$ cat config.mk
export PLATFORM = sky130hd
export DESIGN_NAME = fifo_wr_arbiter
export DESIGN_NICKNAME = d
export VERILOG_FILES = /design/src/rtl/fifo_wr_arbiter_pkg.sv /design/src/rtl/fifo_wr_arbiter_rr_pick.sv /design/src/rtl/fifo_wr_arbiter.sv
export SDC_FILE = /design/constraint.sdc
export NUM_CORES = 1
export LEC_CHECK = 0
export BUFFER_PORTS_ARGS = -buffer_cell sky130_fd_sc_hd__buf_2
export CAP_MARGIN = 20
export CORE_MARGIN = 4
export CORE_UTILIZATION = 45
export DETAILED_ROUTE_END_ITERATION = 7
export GPL_TIMING_DRIVEN = 0
export PLACE_DENSITY_LB_ADDON = 0.12
export SLEW_MARGIN = 10
export SYNTH_ARGS = -nofsm -noshare
export SYNTH_HDL_FRONTEND = slang
export SYNTH_HIERARCHICAL = 1
export SYNTH_SLANG_ARGS = --single-unit
$ cat constraint.sdc
create_clock -name clk -period 3.2 [get_ports clk]
set_input_delay 0.32 -clock clk [delete_from_list [all_inputs] [get_ports clk]]
set_output_delay 0.32 -clock clk [all_outputs]
set_load 0.02 [all_outputs]
$ cat src/rtl/fifo_wr_arbiter_pkg.sv
// Shared types and constants for the FIFO write arbiter.
// Optional statistics counters are enabled by FIFO_WR_ARB_STATS_EN.
package fifo_wr_arbiter_pkg;

    typedef enum logic {
        IDLE  = 1'b0,
        BURST = 1'b1
    } state_t;

    localparam int BURST_CNT_W = 4;

    function automatic int idx_w(input int n);
        return (n > 1) ? $clog2(n) : 1;
    endfunction

endpackage

$ cat src/rtl/fifo_wr_arbiter_rr_pick.sv
// Combinational round-robin picker: first requester after last_owner.
// Returns both a one-hot pick and its binary index.
module rr_pick
    import fifo_wr_arbiter_pkg::*;
#(
    parameter int N  = 4,
    parameter int IW = idx_w(N)
) (
    input  logic [N-1:0]  req,
    input  logic [IW-1:0] last_owner,
    output logic [N-1:0]  pick,
    output logic [IW-1:0] index
);

    logic w_found;
    int   w_j;

    always_comb begin
        pick    = '0;
        index   = '0;
        w_found = 1'b0;
        w_j     = 0;
        for (int i = 1; i <= N; i++) begin
            w_j = (int'(last_owner) + i) % N;
            if (!w_found && req[w_j[IW-1:0]]) begin
                w_found               = 1'b1;
                pick[w_j[IW-1:0]]     = 1'b1;
                index                 = w_j[IW-1:0];
            end
        end
    end

endmodule

$ cat src/rtl/fifo_wr_arbiter.sv
// Round-robin burst arbiter feeding N_REQ producers into one FIFO write port.
// Define FIFO_WR_ARB_STATS_EN to add wr_total / stall_cnt counters.
module fifo_wr_arbiter
    import fifo_wr_arbiter_pkg::*;
#(
    parameter int N_REQ     = 4,
    parameter int DW        = 8,
    parameter int BURST_MAX = 4
) (
    input  logic                clk,
    input  logic                rst,
    input  logic [N_REQ-1:0]    req,
    input  logic [N_REQ*DW-1:0] data,
    output logic [N_REQ-1:0]    ack,
    output logic [N_REQ-1:0]    gnt,
    input  logic                fifo_full,
    output logic                fifo_wr,
    output logic [DW-1:0]       fifo_din,
    output logic                busy
`ifdef FIFO_WR_ARB_STATS_EN
    ,
    output logic [15:0]         wr_total,
    output logic [15:0]         stall_cnt
`endif
);

    localparam int IW = idx_w(N_REQ);

    state_t                 r_state;
    logic [N_REQ-1:0]       r_gnt;
    logic [IW-1:0]          r_last_owner;
    logic [BURST_CNT_W-1:0] r_cnt;

    logic [N_REQ-1:0]       w_pick;
    logic [IW-1:0]          w_idx;
    logic                   w_own_req;
    logic                   w_wr;
    logic [BURST_CNT_W-1:0] w_cnt_nx;
    logic                   w_last_beat;

    rr_pick #(
        .N  (N_REQ),
        .IW (IW)
    ) u_rr_pick (
        .req        (req),
        .last_owner (r_last_owner),
        .pick       (w_pick),
        .index      (w_idx)
    );

    assign w_own_req   = |(req & r_gnt);
    assign w_wr        = (r_state == BURST) && w_own_req && !fifo_full;
    assign w_cnt_nx    = r_cnt + BURST_CNT_W'(1);
    assign w_last_beat = (w_cnt_nx == BURST_CNT_W'(BURST_MAX));

    always_ff @(posedge clk or posedge rst) begin
        if (rst) begin
            r_state      <= IDLE;
            r_gnt        <= '0;
            r_last_owner <= IW'(N_REQ - 1);
            r_cnt        <= '0;
        end else begin
            case (r_state)
                IDLE: begin
                    if (|req) begin
                        r_gnt        <= w_pick;
                        r_last_owner <= w_idx;
                        r_cnt        <= '0;
                        r_state      <= BURST;
                    end
                end
                BURST: begin
                    // Owner withdrawal wins over a pending full stall.
                    if (!w_own_req) begin
                        r_gnt   <= '0;
                        r_state <= IDLE;
                    end else if (w_wr) begin
                        r_cnt <= w_cnt_nx;
                        if (w_last_beat) begin
                            r_gnt   <= '0;
                            r_state <= IDLE;
                        end
                    end
                end
                default: begin
                    r_gnt   <= '0;
                    r_state <= IDLE;
                end
            endcase
        end
    end

    always_comb begin
        fifo_din = '0;
        for (int k = 0; k < N_REQ; k++) begin
            if (r_gnt[k]) fifo_din = fifo_din | data[k*DW +: DW];
        end
    end

    assign ack     = w_wr ? r_gnt : '0;
    assign gnt     = r_gnt;
    assign fifo_wr = w_wr;
    assign busy    = (r_state == BURST);

`ifdef FIFO_WR_ARB_STATS_EN
    logic [15:0] r_wr_total;
    logic [15:0] r_stall_cnt;

    always_ff @(posedge clk or posedge rst) begin
        if (rst) begin
            r_wr_total  <= '0;
            r_stall_cnt <= '0;
        end else begin
            if (w_wr) r_wr_total <= r_wr_total + 16'd1;
            if ((r_state == BURST) && w_own_req && fifo_full
                && (r_stall_cnt != 16'hFFFF))
                r_stall_cnt <= r_stall_cnt + 16'd1;
        end
    end

    assign wr_total  = r_wr_total;
    assign stall_cnt = r_stall_cnt;
`endif

endmodule

==> results of run 1 <==
==> worst max-delay path, delay by kind of cell (launching register included) <==
family | cells | cell delay [ps]
compound gates | 3 | 590
mux | 1 | 370
buf+inv | 3 | 490
flops | 1 | 670
simple gates | 1 | 110
fa+ha+maj | 1 | 300
==> layout by cell type (no fill, tap or decap), drive strengths merged, types with 2 or more instances in the layout <==
master and instances:
buf 63, nand2 32, a22oi 21, ha 9, dfrtp 9, clkbuf 8, o21ai 7, inv 6
nor2 4, a22o 4, and2 4, nor2b 4, a221o 4, mux2i 3, nor4b 2, a21oi 2
o22ai 2, dfstp 2, mux4 2, nor3 2, o211ai 2, a211oi 2, a221oi 2
==> layer usage <==
layer  part of all wire (%)  wire (um)  vias up
met5                      0          0        -
met1                     41       1410      661
met3                    7.1        241        4
li1                       -          -      675
met4                   0.35         12        0
met2                     51       1750       56
==> worst min path at each step <==
stage / startpoint / depth (start not counted) / slack, ps / to
final: rst / 2 / 30 / r_cnt[3]
after global placement: rst / 2 / 330 / r_cnt[1]
after global routing: rst / 2 / 50 / r_cnt[0]
after detailed placement: rst / 2 / 330 / r_cnt[0]
after floorplan: rst / 1 / 170 / busy
after CTS: rst / 2 / 30 / r_cnt[0]
==> synth_stat cells (2+ instances only) <==
| cell type | count |
|---|---|
| and2_1 | 4 |
| nor3_1 | 2 |
| clkbuf_1 | 4 |
| buf_6 | 3 |
| a221o_2 | 4 |
| nand2_1 | 32 |
| a21oi_1 | 2 |
| inv_1 | 6 |
| dfrtp_1 | 9 |
| mux4_2 | 2 |
| a22oi_1 | 20 |
| o22ai_1 | 2 |
| nor2_1 | 4 |
| a22o_1 | 4 |
| dfstp_2 | 2 |
| buf_4 | 3 |
| o211ai_1 | 2 |
| nor2b_1 | 4 |
| o21ai_0 | 7 |
| ha_1 | 9 |
| mux2i_1 | 3 |
| nor4b_1 | 2 |
==> power breakdown <==
group / internal, mW / leakage (nW) / switching [mW] / total (mW)
clock: 0.0482 / 0.0150 / 0.0480 / 0.0963
sequential: 0.189 / 0.142 / 0.0665 / 0.256
combinational: 0.351 / 0.649 / 0.465 / 0.816
==> flip-flops by register name, indices dropped and copies added, names as in the netlist <==
signal	count
busy	1
gnt	4
r_cnt	4
r_last_owner	2
==> stage by stage <==
| step | cell area [um^2] | power (mW) | util, % | cells | hold WS (ps) |
|---|---|---|---|---|---|
| 4_1_cts | 1600 | 1.18 | 62.4 | 239 | 34.0 |
| 3_5_place_dp | 1580 | 1.07 | 61.4 | 235 | 328 |
| 2_1_floorplan | 1260 | 0.865 | - | 149 | 171 |
| 3_3_place_gp | 1580 | 1.05 | 61.4 | 235 | 327 |
| 5_1_grt | 1600 | 1.27 | 62.4 | 239 | 53.8 |
| 6_report | 1600 | 1.17 | 62.4 | 239 | 27.2 |
==> layout make-up <==
cell class / count / share of cell area, %
clock buffers: 4 / 1.64
flip-flops and latches: 11 / 17.3
repair buffers: 56 / 17.5
inverters: 6 / 1.41
well taps: 30 / 2.34
plain buffers: 11 / 4.77
multi-input cells: 121 / 55.0
==> cell families after synthesis <==
family | after synthesis | share of synthesized area [%]
flops | 11 | 22.1
xor+xnor | 1 | 0.697
simple gates | 56 | 21.5
buf+inv | 17 | 7.86
fa+ha+maj | 9 | 8.96
compound gates | 49 | 32.0
mux | 6 | 6.87
==> results by group, run 1 <==
Placement
  • HPWL Detailed: 2.67 mm
  • Gpl congestion: between 0.8 and 0.9
  • # port buffers: 56
  • Pre-CTS WS: 557 ps

Critical path
  • Crit path largest cell delay: 670 ps
  • Worst Path Arrival: ~2800 ps
  • Worst endpoint required time: 3360 ps
  • Crit path kind: flop to flop
  • R2r setup slk: roughly 560 ps
  • Reg2reg path depth: 9
  • Critical Path End: gnt[2]
  • Worst R2R Start: r_last_owner[0]
  • CP Cell Sequence: buf_4, inv_1, ha_1, buf_4, mux4_2, nand2_1, o21ai_0, a221o_2, a22o_1
  • Worst R2R End: gnt[2]
  • CP max stage cell: dfstp_2
  • Worst Setup SP: r_last_owner[0]
  • Critical Path Fanout Max: 11
  • Most used cell, CP: buf_4
  • CP Launch Type: flop
  • Setup crit end kind: flop

Die
  • Starting Density: 49.0%
  • Die width: 60.9 um
  • Row count: 18
  • Core area: 0.00257 mm^2
  • Die height: ~61 um
  • Io pins: 57
  • Die area: 0.00370 mm^2

Clocking
  • Post-cts resize count: 0
  • CTS Buffer Depth: 2
  • H-tree levels: 1
  • Total CTS buffers: 3
  • Clock root buffer: clkbuf_4
  • Clk pin slew, worst setup/hold paths: 70 ps
  • Clock Latency Late Sink: 270 ps
  • Clock sink count: 11
  • CTS tree: built
  • Setup Buffers After CTS: 0
  • Hold Buf Count CTS: 0

Synthesis
  • Top cell type by total area after synthesis: dfrtp_1
  • Main flop type after synthesis: dfrtp_1
  • Synth Net Count: 197
  • Synth warnings: 6
  • Top cells by area, synth: dfrtp_1, a22oi_1, nand2_1, ha_1, dfstp_2
  • Synth Cell Area: around 0.0013 mm^2
  • Synthesized area per cell: ~8.4 um^2
  • Top cell type's share of synthesized area: 17.9%
  • Number of synthesized flops with an enable pin: 0
  • Synthesized flop and latch total: 11
  • Number of distinct library cells after synthesis: 41
  • Gate Count Post-Synth: between 100 and 150
  • Ys async rst share: 100%
  • Register area share after synthesis: 22.1%

GRT
  • Initial antenna violation count: 0
  • Number of global-route vias before repair: between 1,000 and 1,500
  • GR Overflow Total: 0
  • Largest net degree at the start of global routing: 13
  • GRT Util Overall: 18.4%
  • GRT Max-Usage Layer: met2
  • Met2 GRT Util: 31.6%
  • GRT met3 Usage: roughly 4.0%
  • Global-route wire length before repair: roughly 5.4 mm
  • Met1 GRT Util: 24.3%

STA
  • Worst slew pin tran: 451 ps
  • Final Hold Viols: 0
  • Final Max Tran Viols: 0
  • Final Critical Period: 2640 ps
  • Fmax: 378 MHz
  • Max-slew headroom: 69.9%
  • Final worst slack: 557 ps
  • Final Cycle Share: between 80 and 90%
  • RSZ-0062 raised after global routing: no
  • TNS Setup: 0 ps
  • Final Skew: 3.02 ps
  • Setup violations, final: 0

Pwr
  • Leakage: just over 0.8 nW
  • Power per Cell Area: 729 mW/mm^2
  • Max rail drop VDD: 0.000504 V

Routing
  • WL/cell: between 10 and 15 um
  • Drt total wl: between 3 and 4 mm
  • ANT nets after route: 0
  • DRT iter0 DRCs: 96
  • Vias post-DR: 1,396
  • DRT Pass-1 Iters: 4
  • # DRC: 0
  • Avg Vias per Cell: slightly below 6

Cells and area
  • ANT cells: 0
  • Fin nets: 258
  • Share of cells above drive strength 1: 38.8%
  • Register area: roughly 280 um^2
  • Area occupied by multi-input gates: 881 um^2
  • Fillers: 221
  • Layout area overhead: 27.4%

Outcome
  • Status: finished, final reports clean

Hold path
  • Hold Path Class: primary input to async pin

Job
  • Max-cap violations: 0
Note: power is estimated with default switching activity, not from simulation.
==> inputs of run 2 (changes only) <==
==> constraint.sdc (replaced) <==
create_clock -name clk -period 2.7 [get_ports clk]
set_input_delay 0.27 -clock clk [delete_from_list [all_inputs] [get_ports clk]]
set_output_delay 0.27 -clock clk [all_outputs]
set_load 0.02 [all_outputs]
==> results by group, run 2 (synthesized netlist as in run 1, its figures left out) <==
Cells and area
  • Layout area overhead: 31.1%
  • Commonest cells after routing, fill and taps aside: buf_2, nand2_1, a22oi_1
  • Layout Cells excl Fill: 245 (+2.5%)
  • ANT cells: 0 (unchanged)
  • Share of cells above drive strength 1: 40.0% (+1.2 points)
  • Commonest non-fill, non-tap cell in the layout: buf_2
  • Final core utilization: 64.2% (+1.9 points)
  • Fillers: 214 (-3.2%)
  • Area occupied by multi-input gates: 881 um^2 (unchanged)
  • Register area: 278 um^2 (unchanged)
  • Fin nets: 264 (+2.3%)

Routing
  • WL/cell: 14.1 um (-1.1%)
  • # DRC: 0 (unchanged)
  • Drt total wl: 3.46 mm (+1.3%)
  • Vias post-DR: 1,401 (+0.36%)
  • DRT iter0 DRCs: 104 (+8.3%)
  • DRT Pass-1 Iters: 4 (unchanged)
  • ANT nets after route: 0 (unchanged)
  • Avg Vias per Cell: 5.72 (-2.1%)

Clocking
  • Total CTS buffers: 3 (unchanged)
  • Clock root buffer: clkbuf_4
  • Clock sink count: 11 (unchanged)
  • CTS tree: built
  • Clock Latency Late Sink: 270 ps (about the same)
  • Post-cts resize count: 0 (unchanged)
  • H-tree levels: 1 (unchanged)
  • CTS Buffer Depth: 2 (unchanged)
  • Clk pin slew, worst setup/hold paths: 70 ps (about the same)

Critical path
  • Crit path kind: flop to flop
  • CP Launch Type: flop
  • Critical Path Fanout Max: 10 (-1)
  • Worst Path Arrival: 2690 ps (-110 ps)
  • Setup crit end kind: flop
  • R2r setup slk: 170 ps (-380 ps)
  • Worst endpoint required time: 2860 ps (-500 ps)

Placement
  • Gpl congestion: 0.826 (unchanged)
  • Pre-CTS WS: 57.3 ps (-500 ps)
  • HPWL Detailed: 2.67 mm (unchanged)
  • Placed insts: 235 (unchanged)
  • # port buffers: 56 (unchanged)

GRT
  • Number of global-route vias before repair: 1,262 (+0.56%)
  • GR Overflow Total: 0 (unchanged)
  • Largest net degree at the start of global routing: 13 (unchanged)
  • Initial antenna violation count: 0 (unchanged)
  • Global-route wire length before repair: 5.40 mm (+0.50%)
  • GRT Util Overall: 18.5% (+0.087 points)

STA
  • Max-slew headroom: 69.9% (about the same)
  • Final Critical Period: 2530 ps (-115 ps)
  • Final Max Tran Viols: 0 (unchanged)
  • Setup violations, final: 0 (unchanged)
  • Final worst slack: 172 ps (-385 ps)
  • RSZ-0062 raised after global routing: no
  • Final Cycle Share: 93.6% (+11 points)
  • Final Hold Viols: 0 (unchanged)
  • Fmax: 396 MHz (+4.6%)
  • TNS Setup: 0 ps (unchanged)
  • Final Skew: 2.68 ps (-0.331 ps)
  • Worst slew pin tran: 452 ps (+0.663 ps)

Pwr
  • Logic pwr share: 72.8% (+3.0 points)
  • Internal: 0.740 mW (+26%)
  • Switching share of total power: 48.5% (-1.0 points)
  • Max rail drop VDD: 0.000599 V (+19%)
  • Clock share of power: 7.9% (-0.3 points)
  • Net switching power: 0.698 mW (+21%)
  • Sequential Power Share: 19.3% (-2.6 points)
  • Leakage: 0.835 nW (+3.6%)
  • Power per Cell Area: 872 mW/mm^2 (+20%)

Outcome
  • Status: finished, final reports clean

Job
  • Max-cap violations: 0 (unchanged)

Die
  • Core area: 0.00257 mm^2 (unchanged)
  • Die width: 60.9 um (unchanged)
  • Die area: 0.00370 mm^2 (unchanged)
  • Starting Density: 49.0% (unchanged)
  • Io pins: 57 (unchanged)
  • Die height: 60.9 um (unchanged)
  • Row count: 18 (unchanged)

Hold path
  • Hold Path Class: primary input to flop
run 2: cell type report:
| class | instances | area share, % |
|---|---|---|
| plain buffers | 11 | 4.63 |
| clock buffers | 4 | 1.59 |
| inverters | 6 | 1.37 |
| multi-input cells | 121 | 53.4 |
| flip-flops and latches | 11 | 16.8 |
| well taps | 30 | 2.28 |
| repair buffers | 62 | 19.9 |
run 2: layer usage:
layer / vias to the layer above / routed length, um / GRT usage [%]
met5: - / 0 / 0
met4: 0 / 0 / 2.48
met3: 0 / 298 / 4.04
met2: 58 / 1790 / 31.6
met1: 654 / 1380 / 24.5
li1: 689 / - / -
run 2: final timing paths:
| check | to | start | cells after the start |
|---|---|---|---|
| worst max-delay path | gnt[1] | r_last_owner[0] | 9 |
| worst min-delay path | r_cnt[0] | fifo_full | 3 |
| worst max register to register | gnt[1] | r_last_owner[0] | 9 |
| worst min register to register | r_cnt[3] | r_cnt[3] | 1 |
| max in group asynchronous | r_last_owner[0] | rst | 3 |
| min in group asynchronous | r_cnt[3] | rst | 3 |
run 2: stage by stage:
step / power [mW] / hold WS (ps) / cell area, um^2
2_1_floorplan: 1.03 / 121 / 1260
3_3_place_gp: 1.24 / 277 / 1580
3_5_place_dp: 1.27 / 278 / 1580
4_1_cts: 1.39 / 330 / 1610
5_1_grt: 1.56 / 346 / 1650
6_report: 1.44 / 334 / 1650
run 2: what timing repair did:
action | 4_1_cts | 5_1_grt
hold endpoints to repair | 9 | 0
hold buffers | 1 | 0
endpoints found under the setup margin | 0 | 4
buffers inserted | 0 | 5
run 2: critical path, stage by stage (launching register included):
cell     delay (ps)
dfstp_2         580
buf_4           170
inv_1           110
ha_1            300
buf_4           170
mux4_2          370
nand2_1         100
o21ai_0          90
a221o_2         320
a22o_1          200
run 2: power groups by stage:
stage / combinational, mW / sequential (mW) / clock [mW]
floorplan: 0.715 / 0.310 / 0
global route: 1.15 / 0.287 / 0.124
CTS: 0.972 / 0.305 / 0.117
global placement: 0.937 / 0.304 / 0
finish: 1.05 / 0.278 / 0.114
detailed placement: 0.966 / 0.308 / 0
==> inputs of run 3 (changes only) <==
--- a/config.mk
+++ b/config.mk
@@ -11,6 +11,7 @@
 export CORE_UTILIZATION = 45
 export DETAILED_ROUTE_END_ITERATION = 7
 export GPL_TIMING_DRIVEN = 0
+export MAX_ROUTING_LAYER = met4
 export PLACE_DENSITY_LB_ADDON = 0.12
 export SLEW_MARGIN = 10
 export SYNTH_ARGS = -nofsm -noshare
==> results by group, run 3 (synthesized netlist as in run 1, its figures left out) <==
Outcome
  • Status: finished, final reports clean

Cells and area
  • Layout area overhead: 31.1% (unchanged)
  • Fin nets: 264 (unchanged)
  • Commonest non-fill, non-tap cell in the layout: buf_2
  • ANT cells: 0 (unchanged)
  • Commonest cells after routing, fill and taps aside: buf_2, nand2_1, a22oi_1
  • Layout Cells excl Fill: 245 (unchanged)
  • Share of cells above drive strength 1: 40.0% (unchanged)

Clocking
  • Total CTS buffers: 3 (unchanged)
  • CTS tree: built
  • Clock Latency Late Sink: 270 ps (about the same)
  • CTS Buffer Depth: 2 (unchanged)
  • Clk pin slew, worst setup/hold paths: 70 ps (about the same)
  • Post-cts resize count: 0 (unchanged)
  • Clock sink count: 11 (unchanged)
  • Clock root buffer: clkbuf_4
  • H-tree levels: 1 (unchanged)

Critical path
  • CP Cell Sequence: buf_4, inv_1, ha_1, buf_4, mux4_2, nand2_1, o21ai_0, a221o_2, a22o_1
  • Crit path largest cell delay: 580 ps (about the same)
  • Worst endpoint required time: 2860 ps (about the same)
  • Most used cell, CP: buf_4
  • Critical Path Fanout Max: 10 (unchanged)
  • CP Launch Type: flop
  • Crit path kind: flop to flop
  • Worst Path Arrival: 2680 ps (about the same)
  • CP max stage cell: dfstp_2
  • Setup crit end kind: flop
  • R2r setup slk: 170 ps (about the same)

Pwr
  • Net switching power: 0.697 mW (-0.15%)
  • Power per Cell Area: 872 mW/mm^2 (about the same)
  • Sequential Power Share: 19.3% (about the same)
  • Switching share of total power: 48.5% (about the same)
  • Leakage: 0.835 nW (unchanged)
  • Max rail drop VDD: 0.000600 V (+0.20%)
  • Clock share of power: 7.9% (about the same)
  • Logic pwr share: 72.7% (about the same)
  • Internal: 0.740 mW (about the same)

Placement
  • Gpl congestion: 0.839 (+1.5%)
  • # port buffers: 56 (unchanged)
  • HPWL Detailed: 2.67 mm (unchanged)
  • Placed insts: 235 (unchanged)

Routing
  • Avg Vias per Cell: 5.78 (+1.1%)
  • WL/cell: 14.1 um (-0.12%)
  • ANT nets after route: 0 (unchanged)
  • # DRC: 0 (unchanged)
  • DRT iter0 DRCs: 100 (-3.8%)
  • Vias post-DR: 1,416 (+1.1%)
  • Drt total wl: 3.46 mm (-0.12%)
  • DRT Pass-1 Iters: 4 (unchanged)

STA
  • Worst slew pin tran: 452 ps (-0.426 ps)
  • Max-slew headroom: 69.9% (about the same)
  • RSZ-0062 raised after global routing: no
  • Final Hold Viols: 0 (unchanged)
  • Final Max Tran Viols: 0 (unchanged)
  • Hold slack: 337 ps (+2.53 ps)
  • Final Skew: 2.28 ps (-0.401 ps)
  • Fmax: 396 MHz (about the same)
  • Setup violations, final: 0 (unchanged)
  • TNS Setup: 0 ps (unchanged)
  • Final Critical Period: 2530 ps (-0.643 ps)
  • Final Cycle Share: 93.6% (about the same)

Die
  • Die height: 60.9 um (unchanged)
  • Row count: 18 (unchanged)
  • Core area: 0.00257 mm^2 (unchanged)
  • Io pins: 57 (unchanged)
  • Die width: 60.9 um (unchanged)
  • Die area: 0.00370 mm^2 (unchanged)
  • Starting Density: 49.0% (unchanged)

GRT
  • Initial antenna violation count: 0 (unchanged)
  • GRT Util Overall: 19.1% (+0.58 points)
  • Largest net degree at the start of global routing: 13 (unchanged)
  • Number of global-route vias before repair: 1,259 (-0.24%)
  • Global-route wire length before repair: 5.40 mm (unchanged)
  • GR Overflow Total: 0 (unchanged)

Hold path
  • Hold Path Class: primary input to flop

Job
  • Max-cap violations: 0 (unchanged)
-- run 3: cell counts in the layout (fill, tap and decap cells not counted) --
No cell type changed its count.
-- run 3: path summary, 6_finish.rpt --
kind,cells after the start,start,to
setup / recovery,9,r_last_owner[0],gnt[2]
hold / removal,3,fifo_full,r_cnt[0]
setup reg to reg,9,r_last_owner[0],gnt[2]
hold reg to reg,1,r_cnt[3],r_cnt[3]
max in group asynchronous,3,rst,r_last_owner[0]
min in group asynchronous,3,rst,r_cnt[3]
-- run 3: repair_timing --
action / 4_1_cts / 5_1_grt
endpoints found under the hold margin: 9 / 0
hold buffers: 1 / 0
setup endpoints to repair: 0 / 4
buffers inserted: 0 / 5
-- run 3: critical path: cells and delay by family (launching register included) --
| family | cells | cell delay [ps] |
|---|---|---|
| compound gates | 3 | 590 |
| simple gates | 1 | 110 |
| buf+inv | 3 | 450 |
| flops | 1 | 580 |
| mux | 1 | 370 |
| fa+ha+maj | 1 | 300 |
-- run 3: cell type report --
class	count	area, um^2
Inverter	6	22.5
Tap cell	30	37.5
Buffer	11	76.3
Multi-Input combinational cell	121	881
Timing Repair Buffer	62	328
Clock buffer	4	26.3
Sequential cell	11	278
Fill cell	214	918
-- run 3: per-layer routing --
layer | share of wire (%) | vias to the layer above | global-route usage [%]
li1 | - | 690 | -
met1 | 40 | 670 | 24.6
met2 | 52 | 56 | 31.6
met3 | 8.3 | 0 | 3.83
met4 | 0 | 0 | 2.48
met5 | 0 | - | -
-- run 3: power by group through the flow --
stage / Clock, mW / Sequential, mW / Combinational (mW)
2_1_floorplan: 0 / 0.310 / 0.715
3_3_place_gp: 0 / 0.304 / 0.937
3_5_place_dp: 0 / 0.308 / 0.966
4_1_cts: 0.117 / 0.305 / 0.972
5_1_grt: 0.124 / 0.287 / 1.15
6_report: 0.114 / 0.278 / 1.05
-- run 3: stage by stage --
step	util, %	instance area [um^2]	total power, mW	setup slack (ps)
5_1_grt	64.2	1650	1.56	15.1
3_3_place_gp	61.4	1580	1.24	109
3_5_place_dp	61.4	1580	1.27	57.3
4_1_cts	62.8	1610	1.39	38.5
6_report	64.2	1650	1.44	172
2_1_floorplan	-	1260	1.03	283
